<file path="src/rtl/io_input_port_pkg.sv">
// Shared I/O subsystem definitions: input-port FSM encoding and the word widths
// shared with the processor-facing output ports.
package io_input_port_pkg;

    localparam int DATA_W_DEFAULT = 18;
    localparam int WORD_W         = 32;

    typedef enum logic [1:0] {
        ST_IDLE    = 2'd0,
        ST_WAIT    = 2'd1,
        ST_DONE    = 2'd2,
        ST_RELEASE = 2'd3
    } ioState_t;

endpackage

</file>
<file path="src/rtl/io_input_port_key_debouncer.sv">
// Two-flop synchronizer and stable-count debouncer for an active-low key.
// Emits one-cycle press (1->0) and release (0->1) events on the debounced level.
module key_debouncer #(
    parameter int DEBOUNCE_CYCLES = 16
) (
    input  logic clock,
    input  logic reset,
    input  logic keyRaw,
    output logic pressEvent,
    output logic releaseEvent
);

    localparam int CNT_W = $clog2(DEBOUNCE_CYCLES);
    localparam logic [CNT_W-1:0] CNT_LAST = CNT_W'(DEBOUNCE_CYCLES - 1);

    logic             keyMeta;
    logic             keySync;
    logic             keyLevel;
    logic [CNT_W-1:0] count;

    always_ff @(posedge clock or negedge reset) begin
        if (!reset) begin
            keyMeta      <= 1'b1;
            keySync      <= 1'b1;
            keyLevel     <= 1'b1;
            count        <= '0;
            pressEvent   <= 1'b0;
            releaseEvent <= 1'b0;
        end else begin
            keyMeta      <= keyRaw;
            keySync      <= keyMeta;
            pressEvent   <= 1'b0;
            releaseEvent <= 1'b0;
            // Any sample matching the current level restarts the stability count.
            if (keySync != keyLevel) begin
                if (count == CNT_LAST) begin
                    keyLevel     <= keySync;
                    count        <= '0;
                    pressEvent   <= ~keySync;
                    releaseEvent <= keySync;
                end else begin
                    count <= count + 1'b1;
                end
            end else begin
                count <= '0;
            end
        end
    end

endmodule

</file>
<file path="src/rtl/io_input_port.sv">
// Processor input port: stalls the PC during an input instruction until a debounced
// confirm press, then captures the synchronized switch word and pulses done.
//
// state      | meaning
// ST_IDLE    | no input instruction pending
// ST_WAIT    | instruction pending, waiting for a confirm press
// ST_DONE    | value captured, done pulse this cycle
// ST_RELEASE | waiting for key release so a held key cannot satisfy a second read
module io_input_port
    import io_input_port_pkg::*;
#(
    parameter int DATA_W          = DATA_W_DEFAULT,
    parameter int DEBOUNCE_CYCLES = 16
) (
    input  logic              clock,
    input  logic              reset,
    input  logic [DATA_W-1:0] sw,
    input  logic              confirm,
    input  logic              read_req,
    output logic              stall,
    output logic              done,
    output logic [WORD_W-1:0] data_out
);

    logic [DATA_W-1:0] swMeta;
    logic [DATA_W-1:0] swSync;
    logic              pressEvent;
    logic              releaseEvent;
    ioState_t          state;

    key_debouncer #(
        .DEBOUNCE_CYCLES(DEBOUNCE_CYCLES)
    ) uConfirm (
        .clock       (clock),
        .reset       (reset),
        .keyRaw      (confirm),
        .pressEvent  (pressEvent),
        .releaseEvent(releaseEvent)
    );

    always_ff @(posedge clock or negedge reset) begin
        if (!reset) begin
            swMeta <= '0;
            swSync <= '0;
        end else begin
            swMeta <= sw;
            swSync <= swMeta;
        end
    end

    always_ff @(posedge clock or negedge reset) begin
        if (!reset) begin
            state    <= ST_IDLE;
            done     <= 1'b0;
            data_out <= '0;
        end else begin
            done <= 1'b0;
            case (state)
                ST_IDLE: begin
                    if (read_req) state <= ST_WAIT;
                end
                ST_WAIT: begin
                    if (!read_req) begin
                        state <= ST_IDLE;
                    end else if (pressEvent) begin
                        state    <= ST_DONE;
                        done     <= 1'b1;
                        data_out <= WORD_W'(swSync);
                    end
                end
                ST_DONE: begin
                    state <= ST_RELEASE;
                end
                ST_RELEASE: begin
                    if (releaseEvent) state <= read_req ? ST_WAIT : ST_IDLE;
                end
                default: state <= ST_IDLE;
            endcase
        end
    end

    // Drops in the done cycle so the PC advances on the edge that ends DONE.
    assign stall = read_req & ~done;

endmodule

</file>
<file path="config.mk">
export PLATFORM = sky130hd
export DESIGN_NAME = io_input_port
export DESIGN_NICKNAME = d
export VERILOG_FILES = /design/src/rtl/io_input_port_pkg.sv /design/src/rtl/io_input_port_key_debouncer.sv /design/src/rtl/io_input_port.sv
export SDC_FILE = /design/constraint.sdc
export NUM_CORES = 1
export LEC_CHECK = 0
export ABC_AREA = 0
export CAP_MARGIN = 30
export CORE_MARGIN = 1.5
export CORE_UTILIZATION = 47
export DETAILED_ROUTE_END_ITERATION = 10
export PLACE_DENSITY_LB_ADDON = 0.25
export SLEW_MARGIN = 20
export SYNTH_ARGS = -nofsm -noshare
export SYNTH_HDL_FRONTEND = slang
export SYNTH_HIERARCHICAL = 1
export SYNTH_SLANG_ARGS = --single-unit
</file>
<file path="constraint.sdc">
create_clock -name clock -period 1.8 [get_ports clock]
set_clock_uncertainty 0.1 [all_clocks]
set_input_delay 0.36 -clock clock [delete_from_list [all_inputs] [get_ports clock]]
set_output_delay 0.36 -clock clock [all_outputs]
set_load 0.005 [all_outputs]
</file>
==> results of run 1 <==
kinds of logic after synthesis:
kind of cell	Yosys count	share of synthesized area (%)
fa+ha+maj	1	0.567
buf+inv	20	6.86
mux	19	11.4
simple gates	10	3.40
other cells	1	0.170
xor+xnor	2	0.794
flops	66	75.0
compound gates	7	1.76
metrics by stage:
stage          hold WS (ns)  TNS [ns]  instance area [um^2]  utilization (%)  setup slack (ns)
3_3_place_gp          0.200    -0.267                  2650             59.5            -0.236
4_1_cts               0.249         0                  2850             64.1             0.115
3_5_place_dp          0.210    -0.844                  2650             59.5            -0.259
6_report              0.245         0                  2850             64.1             0.143
2_1_floorplan       -0.0356         0                  2250                -             0.425
5_1_grt               0.252         0                  2850             64.1            0.0832
registers in the layout, indices dropped and copies added, names as in the netlist, named ones only:
name,cells
uConfirm/count,4
uConfirm/releaseEvent,1
state,1
done,1
uConfirm/keySync,1
swMeta,18
uConfirm/keyMeta,1
swSync,18
uConfirm/pressEvent,1
data_out,18
uConfirm/keyLevel,1
path summary, 6_finish.rpt:
check / startpoint / endpoint / slack (ns) / cells after the start
setup / recovery: data_out[13] / data_out[13] / 0.14 / 1
hold / removal: swMeta[12] / swSync[12] / 0.25 / 0
setup reg to reg: register / data_out[15] / 0.39 / 3
hold reg to reg: swMeta[12] / swSync[12] / 0.25 / 0
max in group asynchronous: reset / uConfirm/keyLevel / 0.66 / 3
min in group asynchronous: reset / swSync[5] / 0.39 / 2
power breakdown:
group / switching, uW / leakage (uW) / internal (uW)
Sequential: 19.7 / 0.000823 / 1530
Clock: 509 / 0.000103 / 673
Combinational: 50.4 / 0.000435 / 56.7
metal layers:
| layer | share of wire, % | vias to the layer above |
|---|---|---|
| met4 | 0.49 | 0 |
| met2 | 53 | 36 |
| met5 | 0 | - |
| li1 | - | 502 |
| met1 | 41 | 548 |
| met3 | 6.0 | 4 |
cell usage after synthesis (2+ instances only):
cell,instances
buf_4,14
xnor2_1,2
a31oi_1,2
mux2_4,10
nor2_1,2
nand4b_1,2
inv_1,4
nor2b_1,2
dfrtp_1,63
dfstp_2,3
nor3b_1,2
mux2_2,9
a21oi_1,3
repair_timing:
item / 4_1_cts / 5_1_grt
hold buffers: 1 / 0
gates resized for setup: 2 / 0
hold endpoints to repair: 15 / 0
endpoints found under the setup margin: 1 / 0
cell type report:
cell class              instances  area, um^2
multi-input cells              53         448
inverters                       4        15.0
flip-flops and latches         66        1660
fillers                       342        1600
well taps                      52        65.1
clock inverters                 5        53.8
repair buffers                 48         470
clock buffers                  11         141
==> out/metrics.cfg, run 1 <==
[synth]
seq_area_frac_synth_pct = 75.0
synth.yosys.warnings = 6
yosys_most_used_dff = dfrtp_1
synth_enable_flop_cells = 0
yosysUniqueCellTypes = 21
synth.largest_area_cell = dfrtp_1
share_of_synthesized_registers_carrying_an_async_set_or_reset_pct = 100
postSynthCellCount = 126
post-synth-top-area-fraction_pct = 71.5
netlist_top_cells_area = dfrtp_1, mux2_4, buf_4, mux2_2, dfstp_2
yosys_register_bits = 66
synth.cell_area_um2 = 2210
postSynthAreaPerCell_um2 = 17.5

[layout]
post_route_cells_drive_above_1_share_pct = 24.6
final_common_cell = dfrtp_1
antenna_cells = 0
stdcell_count = 239
fin_nets = 205
area.growth.synth_to_final_pct = 29.2
mostFrequentLayoutCells = dfrtp_1, clkdlybuf4s50_1, conb_1

[worst_setup_path]
worstSetupStartpointType = register
criticalPathCategory = register to primary output
crit_arrival_ns = 1.20
crit_fanout = 2
cp_data_required_time_ns = 1.34
worst_path_largest_cell_delay_ns = 0.51
crit_path_cell_trace = clkdlybuf4s50_1
critical_path.endpoint_type = primary output
critical-path-slowest-cell = clkdlybuf4s50_1
critPathBufInv = 1
timing.critical_path.max_delay_family = buffers and inverters

[timing]
final.min_clock_period_ns = 1.66
timing.final.setup_violations = 0
period_share_pct = 92.0
final-hold-violation-count = 0
slew_violations = 0
fmax_mhz = 604
grt_setup_unrepaired = no

[clock_network]
clk_pin_slew_ns = 0.07
post-cts-setup-buffer-count = 0
clock_tree_buffer_depth = 2
cts.sinks = 66
clock_buffer_count_from_cts = 9
cts_tree = built
cts_max_level = 3
worst_skew_pair.late_latency_ns = 0.32
cts_root_buf = clkbuf_8

[floorplanning]
floorplan.die.height_um = 71.5
die_width_um = 71.5
initial_core_util_pct = 49.6
row_count = 24
coreArea_um2 = 4440
dieArea_um2 = 5110
pin_count = 56

[flow_run]
cap_viol_max_count = 0

[outcome]
failed_checks = DRC
result_of_the_run = finished, violations left

[placement]
post-place-cells = 222
place.detailed.hpwl_mm = 2.28
gp_congestion = 0.684
place.port_buffers = 41

[global_routing]
grt_antenna_before_repair = 0
largest_net_degree_at_the_start_of_global_routing = 28
grt_pass1_wl_mm = 5.31
grtUsageMet3_pct = 6.47
gr-max-usage-layer = met2
gr-usage-met2_pct = 23.2
overflow_left_after_global_routing = 0
grt_pass1_vias = 1188
groute.usage.overall_pct = 14.4
met1_usage_pct = 16.4

[route]
drt_first_pass_iters = 9
drcViolationCount = 1
vias = 1090
drt_iter0_markers = 73
totalWireLength_mm = 3.27
ant_nets = 0
detail_route.vias_per_cell = 4.56
routedWlPerCell_um = 13.7

[min_path]
worst_hold_path_type = register to register

[pwr]
power.leakage_uw = 0.00136
pwr_density_cell_nw_per_um2 = 998
fin_total_pwr_uw = 2840
vdd_ir_drop_max_mv = 0.588

No activity file was read; power rests on OpenSTA's default activity.
==> inputs of run 2 (changes only) <==
Settings changed: HOLD_SLACK_MARGIN set to 0.15.
==> results of run 2 <==
No change in the layout: final DEF, timing and power equal those of run 1.
==> inputs of run 3 (changes only) <==
Settings changed: CORE_ASPECT_RATIO set to 1.1.
==> run 3 against run 2 <==
  * The flow now finishes without violations
  * Worst hold slack improved by 0.0016 ns
  * Highest routed layer unchanged
  * Register-to-register slack hardly changed
  * Count of clock-buffer cells in the layout rose by 2
  * Via count decreased by 1.0%
  * Fmax is 1.2% lower
  * Combinational power barely moved
  * Global-route usage about the same
  * Largest power group unchanged
  * Core utilization up 0.94 points
==> out/metrics.cfg, run 3 (synthesized netlist as in run 1, its figures left out) <==
[global_routing]
groute.usage.overall_pct = 14.3  ; was 14.4%
grt_pass1_wl_mm = 5.04  ; was 5.31 mm
grt_antenna_before_repair = 0  ; unchanged
grt_pass1_vias = 1090  ; was 1188
overflow_left_after_global_routing = 0  ; unchanged
largest_net_degree_at_the_start_of_global_routing = 30  ; was 28

[timing]
fin_worst_hold_slack_ns = 0.247  ; was 0.245 ns
timing.final.setup_violations = 0  ; unchanged
slew_violations = 0  ; unchanged
final.setup.tns_ns = 0  ; unchanged
setup_slack_ns = 0.123  ; was 0.143 ns
period_share_pct = 93.2  ; was 92.0%
grt_setup_unrepaired = no  ; unchanged
final.min_clock_period_ns = 1.68  ; was 1.66 ns
fmax_mhz = 596  ; was 604 MHz
final-hold-violation-count = 0  ; unchanged

[min_path]
min-delay-start = swMeta[3]  ; was swMeta[12]
worst_hold_path_type = register to register  ; unchanged
hold_end = swSync[3]  ; was swSync[12]
number_of_stages_on_the_worst_hold_path = 0  ; unchanged

[clock_network]
cts.sinks = 66  ; unchanged
clock_buffer_count_from_cts = 9  ; unchanged
clk_pin_slew_ns = 0.06  ; was 0.07 ns
cts_max_level = 3  ; unchanged
clock_tree_buffer_depth = 2  ; unchanged
worst_skew_pair.late_latency_ns = 0.32  ; about the same
cts_root_buf = clkbuf_8  ; unchanged
cts_tree = built  ; unchanged

[placement]
gp_congestion = 0.641  ; was 0.684
place.port_buffers = 41  ; unchanged
place.detailed.hpwl_mm = 2.10  ; was 2.28 mm
place_area_um2 = 2650  ; about the same
dp_slack_ns = -0.169  ; was -0.259 ns

[worst_setup_path]
cp_data_required_time_ns = 1.34  ; about the same
crit_fanout = 2  ; unchanged
worstSetupStartpointType = input pin  ; was register
r2r_end = data_out[16]  ; was data_out[15]
criticalPathCategory = input pin to primary output  ; was register to primary output
crit_arrival_ns = 1.22  ; was 1.20 ns
crit_path_cell_trace = clkdlybuf4s50_1 -> nor2b_2 -> dlygate4sd2_1  ; was clkdlybuf4s50_1
worst_path_largest_cell_delay_ns = 0.48  ; was 0.51 ns
critical-path-slowest-cell = clkdlybuf4s50_1  ; unchanged
r2r.worst_path.cells = 3  ; unchanged
setup_slack_on_the_worst_flop_to_flop_path_ns = 0.40  ; was 0.39 ns
critical_path.endpoint_type = primary output  ; unchanged

[pwr]
power.leakage_uw = 0.00137  ; was 0.00136 uW
vdd_ir_drop_max_mv = 0.464  ; was 0.588 mV
pwr_density_cell_nw_per_um2 = 1010  ; was 998 nW/um^2

[layout]
filler_cell_count = 305  ; was 342
mostFrequentLayoutCells = dfrtp_1, clkdlybuf4s50_1, conb_1  ; unchanged
antenna_cells = 0  ; unchanged
final_common_cell = dfrtp_1  ; unchanged
post_route_cells_drive_above_1_share_pct = 24.3  ; was 24.6%
register_area_um2 = 1660  ; unchanged
finalCoreUtilization_pct = 65.0  ; was 64.1%
multi_input_area_um2 = 450  ; was 448 um^2
stdcell_area_um2 = 2870  ; was 2850 um^2
reg_top3 = data_out: 18 flops, swMeta: 18 flops, swSync: 18 flops  ; unchanged
area.growth.synth_to_final_pct = 30.1  ; was 29.2%
fin_nets = 204  ; was 205

[floorplanning]
coreArea_um2 = 4410  ; was 4440 um^2
initial_core_util_pct = 50.0  ; was 49.6%
pin_count = 56  ; unchanged
dieArea_um2 = 5110  ; about the same
row_count = 25  ; was 24
die_width_um = 68.3  ; was 71.5 um
floorplan.die.height_um = 74.9  ; was 71.5 um

[route]
ant_nets = 0  ; unchanged
routedWlPerCell_um = 12.6  ; was 13.7 um
vias = 1079  ; was 1090
drt_iter0_markers = 43  ; was 73
drcViolationCount = 0  ; was 1
drt_first_pass_iters = 4  ; was 9
totalWireLength_mm = 3.02  ; was 3.27 mm
detail_route.vias_per_cell = 4.51  ; was 4.56

[outcome]
result_of_the_run = finished, final reports clean  ; was finished, violations left

[flow_run]
cap_viol_max_count = 0  ; unchanged

run 3: where the power goes:
group	switching (uW)	leakage (uW)	internal [uW]
combinational	49.8	0.000437	58.1
clock	486	0.000106	744
sequential	18.5	0.000823	1540
total	554	0.00137	2340
run 3: layer usage:
layer	track usage [%]	wire [um]	share of wire, %	vias up
met2	22.1	1530	51	39
met4	7.33	41	1.4	0
li1	-	-	-	500
met1	15.9	1280	42	535
met3	7.92	171	5.7	5
met5	0	0	0	-
run 3: metrics by stage:
| step | total power (uW) | instances |
|---|---|---|
| 2_1_floorplan | 1620 | 139 |
| 3_3_place_gp | 1680 | 223 |
| 3_5_place_dp | 1690 | 223 |
| 4_1_cts | 2940 | 239 |
| 5_1_grt | 3030 | 239 |
| 6_report | 2890 | 239 |
run 3: worst max-delay path by stage:
stage,startpoint,end
finish,read_req,stall
global route,done,done
CTS,done,done
detailed placement,read_req,stall
global placement,read_req,stall
floorplan,register,data_out[10]
run 3: cell type report:
class                   count  share of cell area (%)
repair buffers             47                    16.6
multi-input cells          53                    15.7
well taps                  54                    2.35
inverters                   4                   0.523
clock buffers              13                    5.89
clock inverters             2                    1.22
flip-flops and latches     66                    57.7
run 3: timing repair:
item                                    in CTS  in global routing
resized for setup                            2                  0
buffers inserted                             0                  0
endpoints found under the hold margin       19                  0
hold buffers                                 1                  0
endpoints found under the setup margin       1                  0
run 3: critical path: cells and delay by family:
| kind | cells | cell delay, ns |
|---|---|---|
| buf+inv | 2 | 0.71 |
| simple gates | 1 | 0.14 |
